### src/rtl/sr_drv_pkg.sv
// -----------------------------------------------------------------------------
// sr_drv_pkg
// Shared types for the SR latch pulse driver:
//   - FSM state encodings (3-bit) and the matching state enum
//   - request-kind encoding used by the single-deep pending slot
//   - request struct plus a decode helper (clear has priority over set)
//   - small integer max helper used to size the phase counter
// -----------------------------------------------------------------------------
package sr_drv_pkg;

  // FSM state encodings
  localparam logic [2:0] ENC_INIT    = 3'd0;
  localparam logic [2:0] ENC_IDLE    = 3'd1;
  localparam logic [2:0] ENC_PULSE_S = 3'd2;
  localparam logic [2:0] ENC_PULSE_R = 3'd3;
  localparam logic [2:0] ENC_GAP     = 3'd4;

  typedef enum logic [2:0] {
    ST_INIT    = ENC_INIT,
    ST_IDLE    = ENC_IDLE,
    ST_PULSE_S = ENC_PULSE_S,
    ST_PULSE_R = ENC_PULSE_R,
    ST_GAP     = ENC_GAP
  } drv_state_e;

  // Request kind held in the pending slot
  typedef enum logic {
    REQ_SET = 1'b0,
    REQ_CLR = 1'b1
  } req_kind_e;

  typedef struct packed {
    logic      vld;
    req_kind_e kind;
  } req_t;

  // Both strobes in the same cycle collapse to a clear.
  function automatic req_t decode_req(input logic set_req, input logic clr_req);
    req_t r;
    r.vld  = set_req | clr_req;
    r.kind = clr_req ? REQ_CLR : REQ_SET;
    return r;
  endfunction

  function automatic int max_int(input int a, input int b);
    return (a > b) ? a : b;
  endfunction

endpackage

### src/rtl/sync_2ff.sv
// -----------------------------------------------------------------------------
// sync_2ff
// 1-bit two-flop synchronizer for a signal asynchronous to clk.
// Ports:
//   clk  - clock, rising edge
//   rst  - synchronous active-high reset, both flops clear to 0
//   i_d  - asynchronous input
//   o_q  - synchronized output (two clk cycles of latency)
// -----------------------------------------------------------------------------
module sync_2ff (
  input  logic clk,
  input  logic rst,
  input  logic i_d,
  output logic o_q
);

  logic r_meta;

  always_ff @(posedge clk) begin
    if (rst) begin
      r_meta <= 1'b0;
      o_q    <= 1'b0;
    end else begin
      r_meta <= i_d;
      o_q    <= r_meta;
    end
  end

endmodule

### src/rtl/sr_pulse_driver.sv
// -----------------------------------------------------------------------------
// sr_pulse_driver
// Clocked driver for a NOR SR latch. Converts one-cycle set/clear strobes into
// registered, mutually exclusive S/R pulses of PULSE_W cycles, each followed by
// GAP_W cycles with both lines low. After reset an automatic clear pulse puts
// the latch in a known state. The latch Q is synchronized and compared against
// the expected state at the end of every gap; mismatches set a sticky flag.
// Ports:
//   clk       - clock, rising edge
//   rst       - synchronous active-high reset
//   set_req   - one-cycle strobe, request latch set
//   clr_req   - one-cycle strobe, request latch clear (wins over set_req)
//   q_fb      - latch Q feedback, asynchronous to clk
//   err_clr   - clears fb_err (a coincident new mismatch wins)
//   S, R      - registered latch drives, never both high
//   busy      - registered, high while a pulse/gap is running or pending
//   state_exp - expected latch state, updated on the first cycle of a pulse
//   fb_err    - sticky feedback mismatch flag
// PULSE_W + GAP_W must be >= 3 so the synchronized Q reflects the pulse by the
// time the end-of-gap comparison is made.
// -----------------------------------------------------------------------------
module sr_pulse_driver #(
  parameter int PULSE_W = 4,
  parameter int GAP_W   = 2
) (
  input  logic clk,
  input  logic rst,
  input  logic set_req,
  input  logic clr_req,
  input  logic q_fb,
  input  logic err_clr,
  output logic S,
  output logic R,
  output logic busy,
  output logic state_exp,
  output logic fb_err
);
  import sr_drv_pkg::*;

  localparam int CNT_W = $clog2(max_int(PULSE_W, GAP_W)) + 1;
  localparam logic [CNT_W-1:0] PULSE_LD = CNT_W'(PULSE_W - 1);
  localparam logic [CNT_W-1:0] GAP_LD   = CNT_W'(GAP_W - 1);

  drv_state_e       r_state;
  logic [CNT_W-1:0] r_cnt;
  req_t             r_pend;

  req_t      w_req;
  logic      w_q_sync;
  logic      w_gap_end;
  logic      w_launch;
  req_kind_e w_launch_kind;
  logic      w_pend_cap;

  sync_2ff u_sync_q (
    .clk (clk),
    .rst (rst),
    .i_d (q_fb),
    .o_q (w_q_sync)
  );

  assign w_req     = decode_req(set_req, clr_req);
  assign w_gap_end = (r_state == ST_GAP) && (r_cnt == '0);

  // A request arriving while busy is parked, except on the last gap cycle
  // where it launches directly at the next edge.
  assign w_pend_cap = w_req.vld && (r_state != ST_IDLE) && !w_gap_end;

  // Decide whether a pulse starts at this edge and which kind. A fresh
  // request on the last gap cycle is newer than the parked one, so it wins.
  always_comb begin
    w_launch      = 1'b0;
    w_launch_kind = REQ_CLR;
    case (r_state)
      ST_INIT: begin
        w_launch      = 1'b1;
        w_launch_kind = REQ_CLR;
      end
      ST_IDLE: begin
        w_launch      = w_req.vld;
        w_launch_kind = w_req.kind;
      end
      ST_GAP: begin
        if (w_gap_end) begin
          w_launch      = w_req.vld | r_pend.vld;
          w_launch_kind = w_req.vld ? w_req.kind : r_pend.kind;
        end
      end
      default: begin
        w_launch      = 1'b0;
        w_launch_kind = REQ_CLR;
      end
    endcase
  end

  always_ff @(posedge clk) begin
    if (rst) begin
      r_state   <= ST_INIT;
      r_cnt     <= '0;
      r_pend    <= '0;
      S         <= 1'b0;
      R         <= 1'b0;
      busy      <= 1'b1;
      state_exp <= 1'b0;
      fb_err    <= 1'b0;
    end else begin
      // Sticky error: a new mismatch takes precedence over err_clr.
      if (w_gap_end && (w_q_sync != state_exp))
        fb_err <= 1'b1;
      else if (err_clr)
        fb_err <= 1'b0;

      if (w_launch) begin
        r_state    <= (w_launch_kind == REQ_SET) ? ST_PULSE_S : ST_PULSE_R;
        r_cnt      <= PULSE_LD;
        S          <= (w_launch_kind == REQ_SET);
        R          <= (w_launch_kind == REQ_CLR);
        state_exp  <= (w_launch_kind == REQ_SET);
        busy       <= 1'b1;
        r_pend.vld <= 1'b0;
      end else begin
        case (r_state)
          ST_PULSE_S, ST_PULSE_R: begin
            if (r_cnt == '0) begin
              r_state <= ST_GAP;
              r_cnt   <= GAP_LD;
              S       <= 1'b0;
              R       <= 1'b0;
            end else begin
              r_cnt <= r_cnt - 1'b1;
            end
          end
          ST_GAP: begin
            // Gap end with nothing to launch: pending slot is empty here.
            if (r_cnt == '0) begin
              r_state <= ST_IDLE;
              busy    <= 1'b0;
            end else begin
              r_cnt <= r_cnt - 1'b1;
            end
          end
          default: begin
            r_state <= r_state;
          end
        endcase
      end

      // Latest request overwrites the slot; placed after the launch clear so a
      // request seen during INIT is kept for after the automatic clear.
      if (w_pend_cap)
        r_pend <= w_req;
    end
  end

endmodule

### config.mk
export PLATFORM = sky130hd
export DESIGN_NAME = sr_pulse_driver
export DESIGN_NICKNAME = d
export VERILOG_FILES = /design/src/rtl/sr_drv_pkg.sv /design/src/rtl/sync_2ff.sv /design/src/rtl/sr_pulse_driver.sv
export SDC_FILE = /design/constraint.sdc
export NUM_CORES = 1
export LEC_CHECK = 0
export CAP_MARGIN = 10
export CORE_MARGIN = 5
export CORE_UTILIZATION = 37
export CTS_CLUSTER_DIAMETER = 120
export DETAILED_ROUTE_END_ITERATION = 10
export PLACE_DENSITY = 0.66
export SKIP_CTS_REPAIR_TIMING = 1
export SLEW_MARGIN = 10
export SYNTH_ARGS = -nofsm -noshare
export SYNTH_HDL_FRONTEND = slang
export SYNTH_SLANG_ARGS = --single-unit
### constraint.sdc
create_clock -name clk -period 3.4 [get_ports clk]
set_input_delay 0.34 -clock clk [delete_from_list [all_inputs] [get_ports clk]]
set_output_delay 0.34 -clock clk [all_outputs]
set_load 0.05 [all_outputs]
==> results.sh <==
export IMPL_tightest_slew_ps=532
export IMPL_timing_hold_ws_ps=466
export IMPL_required_ps=3600
export IMPL_vdd_drop_max_mv=0.361
export IMPL_gp_congestion=0.782
export IMPL_synthAdderAreaFrac_pct=3.38
export IMPL_syn_area_sq_um=739
export IMPL_cts_root_buf="clkbuf_4"
export IMPL_synthCells=88
export IMPL_cts_buffers=3
export IMPL_setup_viol=0
export IMPL_via_count=626
export IMPL_period_needed_ps=1930
export IMPL_finalHoldViolCount=0
export IMPL_crit_type="flop to flop"
export IMPL_die_area_sq_um=2990
export IMPL_cp_start_kind="flop"
export IMPL_yosysWarnings=0
export IMPL_timing_fmax_ghz=0.519
export IMPL_ys_seq_area_share_pct=40.6
export IMPL_grt_pass1_vias=630
export IMPL_wl_per_cell_microns=11.5
export IMPL_drive_gt1_share_pct=7.14
export IMPL_crit_path_cell_trace="inv_1 -> ha_1 -> nor2b_1 -> o21ai_1 -> a21o_1 -> or2_1 -> a21oi_1"
export IMPL_synth_simple_gate_area_share_pct=23.0
export IMPL_n_antenna_cell=0
export IMPL_syn_num_nets=96
export IMPL_drv_cap=0
export IMPL_synth_xor_area_share_pct=2.37
export IMPL_grt_pass1_wl_microns=2710
export IMPL_cpPeakStageDelay_ps=340
export IMPL_worstPathArrival_ps=2130
export IMPL_grt_max_degree=17
export IMPL_area_growth_pct=17.8
export IMPL_num_rows=16
export IMPL_clkTransAtPathRegs_ps=90
export IMPL_finClkSkew_ps=0.735
export IMPL_clk_path_buf_depth=2
export IMPL_synth_top_family_by_area="simple AND/OR/NAND/NOR gates"
export IMPL_synth_compound_area_share_pct=20.8
export IMPL_ys_seq_elements=15
export IMPL_power_density_nw_per_um2=736
export IMPL_post_route_period_util_pct=56.6
export IMPL_start_util_pct=38.1
export IMPL_via_per_inst=5.01
export IMPL_setup_tns_final_ps=0
export IMPL_grt_usage_pct=12.4
export IMPL_rsz0062_at_grt="no"
export IMPL_antenna_left=0
export IMPL_cts_tree="yes"
export IMPL_fin_nets=107
export IMPL_die_w_microns=54.7
export IMPL_drt_iter0_markers=10
export IMPL_synth_distinct_cells=30
export IMPL_end_kind="flop"
export IMPL_synthMuxAreaShare_pct=2.88
export IMPL_crit_fanout=12
export IMPL_core_area_sq_um=1940
export IMPL_route_detailed_drc=0
export IMPL_clkLatencyLatePin_ps=270
export IMPL_place_hpwl_microns=1050
export IMPL_die_h_microns=54.7
export IMPL_num_io_pins=11
export IMPL_avgSynthCellArea_sq_um=8.40
export IMPL_antenna_found_initial=0
export IMPL_timing_slew_headroom_pct=64.4
export IMPL_power_leakage_nw=0.333
export IMPL_first_pass_iters=4
export IMPL_gr_total_overflow=0
export IMPL_outcome="finished, final reports clean"
export IMPL_cts_sinks=15
export IMPL_slew_viol_final=0
export IMPL_hp_class="flop to flop"
export IMPL_port_buffers=10
export IMPL_htree_levels=1
export IMPL_crit_slowest_cell="dfxtp_1"
export IMPL_drt_wl_total_microns=1440
-- report_power, final --
part	leakage, nW	total (mW)	switching (mW)	internal, mW
combinational	0.195	0.285	0.163	0.122
sequential	0.124	0.256	0.0442	0.212
clock	0.0150	0.0996	0.0542	0.0454
-- layout by cell type, fill, tap and decap left out, types with 5 or more instances in the layout --
cell type	instances
o21ai_0	5
nor2_1	8
a21oi_1	10
clkdlybuf4s50_1	10
inv_1	5
nand2_1	5
dfxtp_1	15
-- layer usage --
metal / track usage (%) / vias to the layer above / wire [microns]
met3: 2.72 / 2 / 45
met2: 19.1 / 11 / 681
met1: 16.4 / 288 / 698
met4: 5.39 / 0 / 14
li1: - / 325 / -
met5: 0 / - / 0
-- per-stage QoR --
| step | power, mW | instances | area [sq um] | util, % | setup slack (ps) |
|---|---|---|---|---|---|
| 2_1_floorplan | 0.495 | 88 | 739 | - | 1740 |
| 3_3_place_gp | 0.539 | 121 | 845 | 43.5 | 1530 |
| 3_5_place_dp | 0.544 | 121 | 845 | 43.5 | 1460 |
| 4_1_cts | 0.645 | 125 | 871 | 44.8 | 1470 |
| 5_1_grt | 0.703 | 125 | 871 | 44.8 | 1260 |
| 6_report | 0.641 | 125 | 871 | 44.8 | 1470 |
-- path summary, 6_finish.rpt --
check | cells after the start | start | slack, ps | to
min reg2reg | 1 | u_sync_q.r_meta | 470 | u_sync_q.o_q
min | 1 | u_sync_q.r_meta | 470 | u_sync_q.o_q
max | 7 | r_cnt[0] | 1470 | S
max reg2reg | 7 | r_cnt[0] | 1470 | S
-- cells in the mapped netlist --
library cell / count / area share, %
or2_2: 1 / 0.85
nand2b_1: 3 / 2.5
nand4b_1: 1 / 1.2
a21o_1: 2 / 2.0
nand3_1: 3 / 2.0
nor3_1: 3 / 2.0
a311o_1: 1 / 1.4
nand4bb_1: 1 / 1.5
buf_4: 1 / 1.0
inv_2: 1 / 0.51
inv_1: 5 / 2.5
mux2_2: 1 / 1.5
dfxtp_1: 15 / 41
xnor2_1: 2 / 2.4
o31a_2: 1 / 1.4
buf_2: 2 / 1.4
a221oi_1: 1 / 1.2
o21ai_1: 1 / 0.68
or2_1: 2 / 1.7
nor2_1: 8 / 4.1
nand2_1: 5 / 2.5
o21ai_0: 5 / 3.4
a21oi_1: 10 / 6.8
nor2b_1: 3 / 2.5
nand3b_1: 2 / 2.0
ha_1: 2 / 3.4
o31ai_1: 1 / 1.0
mux2i_1: 1 / 1.4
buf_6: 1 / 1.5
a22oi_1: 3 / 3.0
-- flip-flops by register name, indices dropped and copies added (netlist names) --
register         count
R                    1
S                    1
busy                 1
fb_err               1
r_cnt                3
r_pend               2
r_state              3
state_exp            1
u_sync_q.o_q         1
u_sync_q.r_meta      1
-- kinds of logic (layout without fill, tap and decap cells) --
| group | Yosys count | after routing |
|---|---|---|
| DFF | 15 | 15 |
| AOI/OAI and AO/OA | 25 | 25 |
| xor gates and xnor gates | 2 | 2 |
| muxes | 2 | 2 |
| adders and majority gates | 2 | 2 |
| and+or+nand+nor | 32 | 32 |
| buffers and inverters | 10 | 20 |
-- layout make-up --
type,instances,area (sq um)
fillers,199,1070
repair buffers,10,100
well taps,27,33.8
flip-flops and latches,15,300
multi-input cells,63,388
clock buffers,4,26.3
inverters,6,22.5
-- critical path: cells and delay by family (launching register included) --
kind,cells,cell delay (ps)
AO/OA/AOI/OAI,3,570
adder cells (fa/ha/maj),1,230
buffers and inverters,1,110
flip-flops,1,340
AND/OR/NAND/NOR,2,600
No activity file was read; power rests on OpenSTA's default activity.
